[config.mk]
export PLATFORM = sky130hd
export DESIGN_NAME = safe_entry_controller
export DESIGN_NICKNAME = d
export VERILOG_FILES = /design/src/rtl/safe_entry_controller.sv
export SDC_FILE = /design/constraint.sdc
export NUM_CORES = 1
export LEC_CHECK = 0
export CORE_MARGIN = 2
export CORE_UTILIZATION = 49
export CTS_BUF_LIST = sky130_fd_sc_hd__clkbuf_4 sky130_fd_sc_hd__clkbuf_8
export DETAILED_ROUTE_END_ITERATION = 6
export DONT_BUFFER_PORTS = 1
export GPL_ROUTABILITY_DRIVEN = 0
export SLEW_MARGIN = 25
export SYNTH_ARGS = -nofsm -noshare
export SYNTH_HDL_FRONTEND = slang
export SYNTH_SLANG_ARGS = --single-unit
[constraint.sdc]
create_clock -name clk -period 3.5 [get_ports clk]
set_input_delay 0.7 -clock clk [delete_from_list [all_inputs] [get_ports clk]]
set_output_delay 0.7 -clock clk [all_outputs]
set_load 0.03 [all_outputs]
[src/rtl/safe_entry_controller.sv]
`default_nettype none
// ----------------------------------------------------------------------------
// safe_entry_controller : code-entry sequencer (entry, check, open, program,
//                         lockout) for the digital safe.
// Rev 1.0
// ----------------------------------------------------------------------------
module safe_entry_controller #(
  parameter int                    NUM_DIGITS     = 4,
  parameter int                    MAX_ATTEMPTS   = 3,
  parameter int                    OPEN_CYCLES    = 50000000,
  parameter int                    LOCKOUT_CYCLES = 500000000,
  parameter logic [NUM_DIGITS*4-1:0] DEFAULT_CODE = 16'h1234
) (
  input  logic                          clk,
  input  logic                          sys_reset_n,
  input  logic                          enter_pulse,
  input  logic                          clear_pulse,
  input  logic                          lock_pulse,
  input  logic                          program_pulse,
  input  logic [3:0]                    current_digit,
  output logic                          enable_digit_select,
  output logic [$clog2(NUM_DIGITS)-1:0] digit_index,
  output logic                          unlocked,
  output logic                          program_mode,
  output logic                          lockout,
  output logic                          error_pulse,
  output logic [3:0]                    attempts_left
);

  localparam int IW   = $clog2(NUM_DIGITS);
  localparam int BW   = NUM_DIGITS * 4;
  localparam int MAXC = (OPEN_CYCLES > LOCKOUT_CYCLES) ? OPEN_CYCLES : LOCKOUT_CYCLES;
  localparam int TW   = (MAXC > 1) ? $clog2(MAXC) : 1;

  localparam logic [2:0] S_ENTRY   = 3'd0;
  localparam logic [2:0] S_CHECK   = 3'd1;
  localparam logic [2:0] S_OPEN    = 3'd2;
  localparam logic [2:0] S_PROGRAM = 3'd3;
  localparam logic [2:0] S_LOCKOUT = 3'd4;

  logic [2:0]    r_state;
  logic [BW-1:0] r_buf;
  logic [BW-1:0] r_code;
  logic [IW-1:0] r_idx;
  logic [3:0]    r_fail;
  logic [TW-1:0] r_timer;
  logic          r_err;

  logic [BW-1:0] w_buf_wr;
  logic          w_last;
  logic [3:0]    w_fail_inc;

  // Buffer with current_digit dropped into the slot for r_idx (first digit in MS nibble).
  always_comb begin
    w_buf_wr = r_buf;
    for (int k = 0; k < NUM_DIGITS; k++) begin
      if (r_idx == IW'(k)) w_buf_wr[(NUM_DIGITS-1-k)*4 +: 4] = current_digit;
    end
  end

  assign w_last     = (r_idx == IW'(NUM_DIGITS - 1));
  assign w_fail_inc = r_fail + 4'd1;

  always_ff @(posedge clk or negedge sys_reset_n) begin
    if (!sys_reset_n) begin
      r_state <= S_ENTRY;
      r_buf   <= '0;
      r_code  <= DEFAULT_CODE;
      r_idx   <= '0;
      r_fail  <= 4'd0;
      r_timer <= '0;
      r_err   <= 1'b0;
    end else begin
      r_err <= 1'b0;
      case (r_state)
        S_ENTRY: begin
          if (clear_pulse) begin
            r_buf <= '0;
            r_idx <= '0;
          end else if (enter_pulse) begin
            r_buf <= w_buf_wr;
            if (w_last) begin
              r_idx   <= '0;
              r_state <= S_CHECK;
            end else begin
              r_idx <= r_idx + IW'(1);
            end
          end
        end
        S_CHECK: begin
          r_buf <= '0;
          if (r_buf == r_code) begin
            r_state <= S_OPEN;
            r_fail  <= 4'd0;
            r_timer <= '0;
          end else begin
            r_err  <= 1'b1;
            r_fail <= w_fail_inc;
            if (w_fail_inc == 4'(MAX_ATTEMPTS)) begin
              r_state <= S_LOCKOUT;
              r_timer <= '0;
            end else begin
              r_state <= S_ENTRY;
            end
          end
        end
        S_OPEN: begin
          if (lock_pulse) begin
            r_state <= S_ENTRY;
          end else if (program_pulse) begin
            r_state <= S_PROGRAM;
            r_idx   <= '0;
            r_buf   <= '0;
          end else if (r_timer == TW'(OPEN_CYCLES - 1)) begin
            r_state <= S_ENTRY;
          end else begin
            r_timer <= r_timer + TW'(1);
          end
        end
        S_PROGRAM: begin
          if (lock_pulse) begin
            r_state <= S_ENTRY;
            r_buf   <= '0;
            r_idx   <= '0;
          end else if (clear_pulse) begin
            r_buf <= '0;
            r_idx <= '0;
          end else if (enter_pulse) begin
            if (w_last) begin
              r_code  <= w_buf_wr;
              r_buf   <= '0;
              r_idx   <= '0;
              r_state <= S_ENTRY;
            end else begin
              r_buf <= w_buf_wr;
              r_idx <= r_idx + IW'(1);
            end
          end
        end
        S_LOCKOUT: begin
          if (r_timer == TW'(LOCKOUT_CYCLES - 1)) begin
            r_state <= S_ENTRY;
            r_fail  <= 4'd0;
          end else begin
            r_timer <= r_timer + TW'(1);
          end
        end
        default: r_state <= S_ENTRY;
      endcase
    end
  end

  assign enable_digit_select = (r_state == S_ENTRY) || (r_state == S_PROGRAM);
  assign unlocked            = (r_state == S_OPEN) || (r_state == S_PROGRAM);
  assign program_mode        = (r_state == S_PROGRAM);
  assign lockout             = (r_state == S_LOCKOUT);
  assign error_pulse         = r_err;
  assign digit_index         = r_idx;
  assign attempts_left       = (r_state == S_LOCKOUT) ? 4'd0 : (4'(MAX_ATTEMPTS) - r_fail);

endmodule
`default_nettype wire

### After elaboration in Yosys (flattened, before gate mapping)

Cells that the tools add are included.

| word-level totals | value |
|---|---|
| flip-flop bits (word level) | 71 |
| latch bits | 0 |
| bits in writable memories | 0 |
| bits in read-only memories | 0 |
| logic and storage cells | 101 |
| memories | 0 |

| operators by class | value |
|---|---|
| $add $sub $neg | 4 |
| multipliers | 0 |
| divide/modulo/power cells | 0 |
| magnitude comparators | 0 |
| equality and inequality tests | 27 |
| shift-type cells | 0 |
| mux-type cells | 47 |
| bitwise operators | 2 |
| reductions and logical operators | 14 |

Operator list:

| cell | count |
|---|---|
| $mux 29 | 6 |
| $mux 16 | 8 |
| $pmux 29 s3 | 1 |
| $pmux 16 s4 | 1 |
| $mux 3 | 13 |
| $add 29x1->29 const B | 1 |
| $eq 29x26->1 const B | 1 |
| $eq 29x29->1 const B | 1 |
| $mux 4 | 7 |
| $eq 16x16->1 | 1 |
| $ne 2x2->1 const B | 8 |
| $pmux 3 s5 | 1 |
| $mux 2 | 6 |
| $ne 3x3->1 const B | 4 |
| $reduce_and 5->1 | 2 |
| $ne 4x4->1 const B | 2 |
| $pmux 4 s2 | 1 |
| $reduce_and 8->1 | 1 |
| $eq 3x2->1 const B | 2 |
| $pmux 2 s3 | 1 |
| $reduce_and 6->1 | 1 |
| $reduce_bool 3->1 | 2 |
| $add 4x1->4 const B | 1 |
| $eq 2x2->1 const B | 2 |
| 17 further kinds | 20 |

### Depth between registers and ports, before layout

| logic depth | value |
|---|---|
| word-level depth | 7 |
| gate-level depth with buffers | 10 |
| depth with buffers taken out | 8 |

### Worst setup path before layout

OpenSTA, ideal clock, no wires.

| timing path | value |
|---|---|
| path kind | flip-flop to flip-flop |
| from | register r_state[1] |
| to | register r_timer[27] |
| library setup time | 124 ps |
| arrival | 2270 ps |
| required time | 3376 ps |
| slack | 1106 ps |
| cell stages (with the launch flop) | 10 |
| clock period less this slack | 2394 ps |
| cells stage by stage | dfrtp_1 > clkbuf_1 > nor2_1 > and2_1 > clkbuf_1 > a21boi_2 > nor3_4 > or2_1 > buf_2 > a211o_1 |

| on the way | value |
|---|---|
| longest elaborated chain between the ends | 3 |
| elaborated cells on any way between the ends | 11 |
| classes of those cells | 8 x eq/ne; 1 x mux; 2 x reduce/logical |

Ends and longest elaborated chain:

| what | line | text |
|---|---|---|
| start, declared | 41 | `logic [2:0] r_state;` |
| start signal, assigned | 66 | `r_state <= S_ENTRY;` |
| start signal, assigned | 84 | `r_state <= S_CHECK;` |
| start signal, assigned | 93 | `r_state <= S_OPEN;` |
| $eq 3x3->1 (*) | -- |  |
| via lockout | 25 | `output logic lockout,` |
| $ne 2x2->1 (no source line) / $reduce_bool 3->1 (equally long branches) | -- |  |
| $reduce_and 6->1 (no source line) | -- |  |
| end signal, assigned | 117 | `r_timer <= r_timer + TW'(1);` |
| end signal, assigned | 145 | `r_timer <= r_timer + TW'(1);` |
| end, declared | 46 | `logic [TW-1:0] r_timer;` |

Mark *: on every way through the listed nets, which the timed path passes. The rest lies on a longest branch.
A chain may end at the register's enable or synchronous reset.

### Worst setup path after layout

| timing path | value |
|---|---|
| from | register r_timer[9] |
| to | register r_timer[23] |

| on the way | value |
|---|---|
| longest elaborated chain between the ends | 5 |
| elaborated cells on any way between the ends | 11 |
| classes of those cells | 1 x add/sub; 4 x eq/ne; 5 x mux; 1 x reduce/logical |

Ends and longest elaborated chain:

| what | line | text |
|---|---|---|
| $add 29x1->29 | 117, 145 |  |
| $mux 29 | 114 | `end else if (r_timer == TW'(OPEN_CYCLES - 1)) begin` |
| $mux 29 | 110 | `end else if (program_pulse) begin` |
| $mux 29 | 108 | `if (lock_pulse) begin` |
| $pmux 29 s3 | 75 | `case (r_state)` |

Several ways; a longest one is shown, not always the timed one. The select of a mux whose other input is x is not followed.

==> metrics.txt <==
outcome=complete, no violations; asr flop ratio synth=100%; top sig layer=met4; synthesized area per cell=9.44 um2; leakage=1.80 nW; count of different cell masters after synthesis=57; Worst-Skew Late Latency=approximately 0.34 ns; most common cell in the netlist=dfrtp_1; Pre-antenna DRT Iters=5; Die Wd=95.3 um; vias per cell=6.28; mapped cell area=~4100 um2; cells resized by post-CTS repair=0; Clock power frac=a little under a quarter; first-pass GRT wire length=16600 um; # rows=33; layout cell share with drive strength beyond 1=under 10%; final core utilization=a little over half; Post-DRT Antenna Nets=0; Seq/Total Area, Yosys=43.6%; Syn Nets=450; Sw Ratio=42.2%; Seq pwr share=37.3%; Post-Route WL=9760 um; Max FO, Critical Path=16; R2R Path End=r_timer[23]$_DFFE_PN0P_; Critical Path Start=r_timer[9]$_DFFE_PN0P_; Hold-fix buffers, CTS=0; Vias=3343; Chip Height=about 95 um; nets=about 440; Fill cells=around 770; initial antenna violation count=0; Worst setup EP type=flip-flop; Worst VDD drop=0.000362 V; Pint=1.68 mW; CTS Buf Count=9; clock root buffer=clkbuf_8; core box area=about 8100 um2; share of the synthesized area in the top cell type=40.4%; TritonCTS clock tree=done; reg2reg setup slack=0.87 ns; Met3 Routed Length=309 um; Avg WL per Cell=18.3 um; H-tree Lvls=3; buffers inserted by post-CTS timing repair=0; met2 wire length=roughly 4700 um; Final Max Tran Viols=0; clk_skew=0.0123 ns; Reg2Reg Depth=6; maxcap violations=0; Critical Path RT=3.71 ns; M1 wire length=4600 um; Setup crit end=r_timer[23]$_DFFE_PN0P_; DR DRC count=0; DP HPWL=6600 um; switching pwr=1.23 mW; vias in the first global route=3250; relative slew slack=55.8%; upper clock frequency limit=around 380 MHz; ant diodes=0; worst-margin pin slew=between 0.6 and 0.7 ns; setup violators final=0; Worst Setup Start Kind=flip-flop; synthesized instance count=433; critical path class=flip-flop to flip-flop; fin crit share=75.2%; number of synthesized flops with an enable pin=0; Fin. Hold Viols=0; Area growth syn-to-layout=6.25%; I/O pins=21; reg2reg start=r_timer[9]$_DFFE_PN0P_; initial core utilization=50.2%; Sink Count=71; DRT iter0 DRCs=237; dominant synthesized flop cell=dfrtp_1; Comb power frac=39.6%; Worst-path clk slew=0.09 ns; Worst Path Arrival=2.85 ns; cell taking the most area after synthesis=dfrtp_1; synth top area cells=dfrtp_1, mux2i_1, a32o_1; GRT overflow=0; pwr dens=670 nW/um2; Buffers on Ports=0; hold crit path type=input pin to asynchronous set/reset pin; die area=9090 um2; clock buffer depth=2; largest net degree at the start of global routing=between 70 and 80; Fin Setup TNS=0 ns; unrepaired setup endpoints after global routing=false; Post-synth top cells=dfrtp_1, nand2_1, o21ai_0; GRT Util Overall=23.2%; Yosys Warn Count=0; Synth Register Bits=71; Final Critical Period=~2.6 ns
-- critical path: stages (launching register included) --
cell     delay (ns)
dfrtp_1        0.43
or3_1          0.41
or4b_1         0.50
o31a_1         0.32
or2_1          0.47
a41oi_1        0.32
a31oi_1        0.06
-- metrics by stage --
step	worst slack, ns	power, mW	area, um2	std cells	hold WS (ns)
floorplan	1.11	1.93	4090	433	0.404
global route	0.641	3.11	4340	532	0.0157
finish	0.866	2.91	4340	532	0.0408
global placement	0.893	2.24	4140	516	0.406
CTS	0.862	2.92	4340	532	0.0315
detailed placement	0.897	2.24	4140	516	0.406
-- sequential cells by signal (all words and copies together), names as in the netlist --
register,count
r_state,3
r_timer,29
error_pulse,1
r_code,16
r_fail,4
digit_index,2
r_buf,16
-- area by class of cell --
| class | instances | area (um2) | area share, % |
|---|---|---|---|
| Multi-Input combinational cell | 323 | 2130 | 49.2 |
| Sequential cell | 71 | 1780 | 41.1 |
| Clock buffer | 11 | 145 | 3.34 |
| Tap cell | 105 | 131 | 3.03 |
| Clock inverter | 5 | 57.6 | 1.33 |
| Timing Repair Buffer | 7 | 52.6 | 1.21 |
| Inverter | 10 | 37.5 | 0.865 |
-- worst min-delay path by stage --
stage,depth (start not counted),end,slack [ns]
2_1_floorplan,0,digit_index[0]$_DFFE_PN0P_,0.40
4_1_cts,0,r_code[8]$_DFFE_PN0P_,0.03
3_5_place_dp,0,r_code[8]$_DFFE_PN0P_,0.41
6_report,0,r_code[8]$_DFFE_PN0P_,0.04
3_3_place_gp,0,r_code[8]$_DFFE_PN0P_,0.41
5_1_grt,0,r_code[8]$_DFFE_PN0P_,0.02
-- cells by family (layout without fill, tap and decap cells) --
group           count (synthesis)  count (layout)  synth area share (%)
simple gates                  157             157                  20.9
buf+inv                        39              33                  4.13
xor+xnor                       18              18                  3.86
mux                            19              19                  4.68
flops                          71              71                  43.6
compound gates                122             122                  20.7
fa+ha+maj                       7               7                  2.14
-- cells in the final DEF, fill, tap and decap left out, types with 3 or more instances in the layout --
cell type and count:
a21o_1 7, a21oi_1 19, a31oi_1 8, a32o_1 17
and2_1 6, and3_1 9, and4_1 4, buf_4 7
clkbuf_8 10, dfrtp_1 66, dfstp_2 5, ha_1 7
inv_1 10, mux2i_1 18, nand2_1 42, nand2b_1 8
nand3_1 17, nand4_1 9, nand4b_1 3, nor2_1 21
nor2b_1 5, nor3_1 10, nor3b_1 3, nor4_1 6
o21ai_0 31, o22ai_1 3, o31ai_1 16, xnor2_1 18
-- routing by layer --
| layer | track usage, % | vias to the layer above |
|---|---|---|
| met5 | 0 | - |
| met4 | 8.09 | 0 |
| met3 | 3.56 | 14 |
| met2 | 37.6 | 83 |
| met1 | 31.8 | 1645 |
| li1 | - | 1601 |
-- power groups by stage --
stage / combinational [mW] / sequential (mW) / clock [mW]
2_1_floorplan: 0.891 / 1.04 / 0
3_3_place_gp: 1.14 / 1.10 / 0
3_5_place_dp: 1.14 / 1.10 / 0
4_1_cts: 1.15 / 1.09 / 0.692
5_1_grt: 1.27 / 1.11 / 0.736
6_report: 1.15 / 1.09 / 0.672
Note: power is estimated with default switching activity, not from simulation.
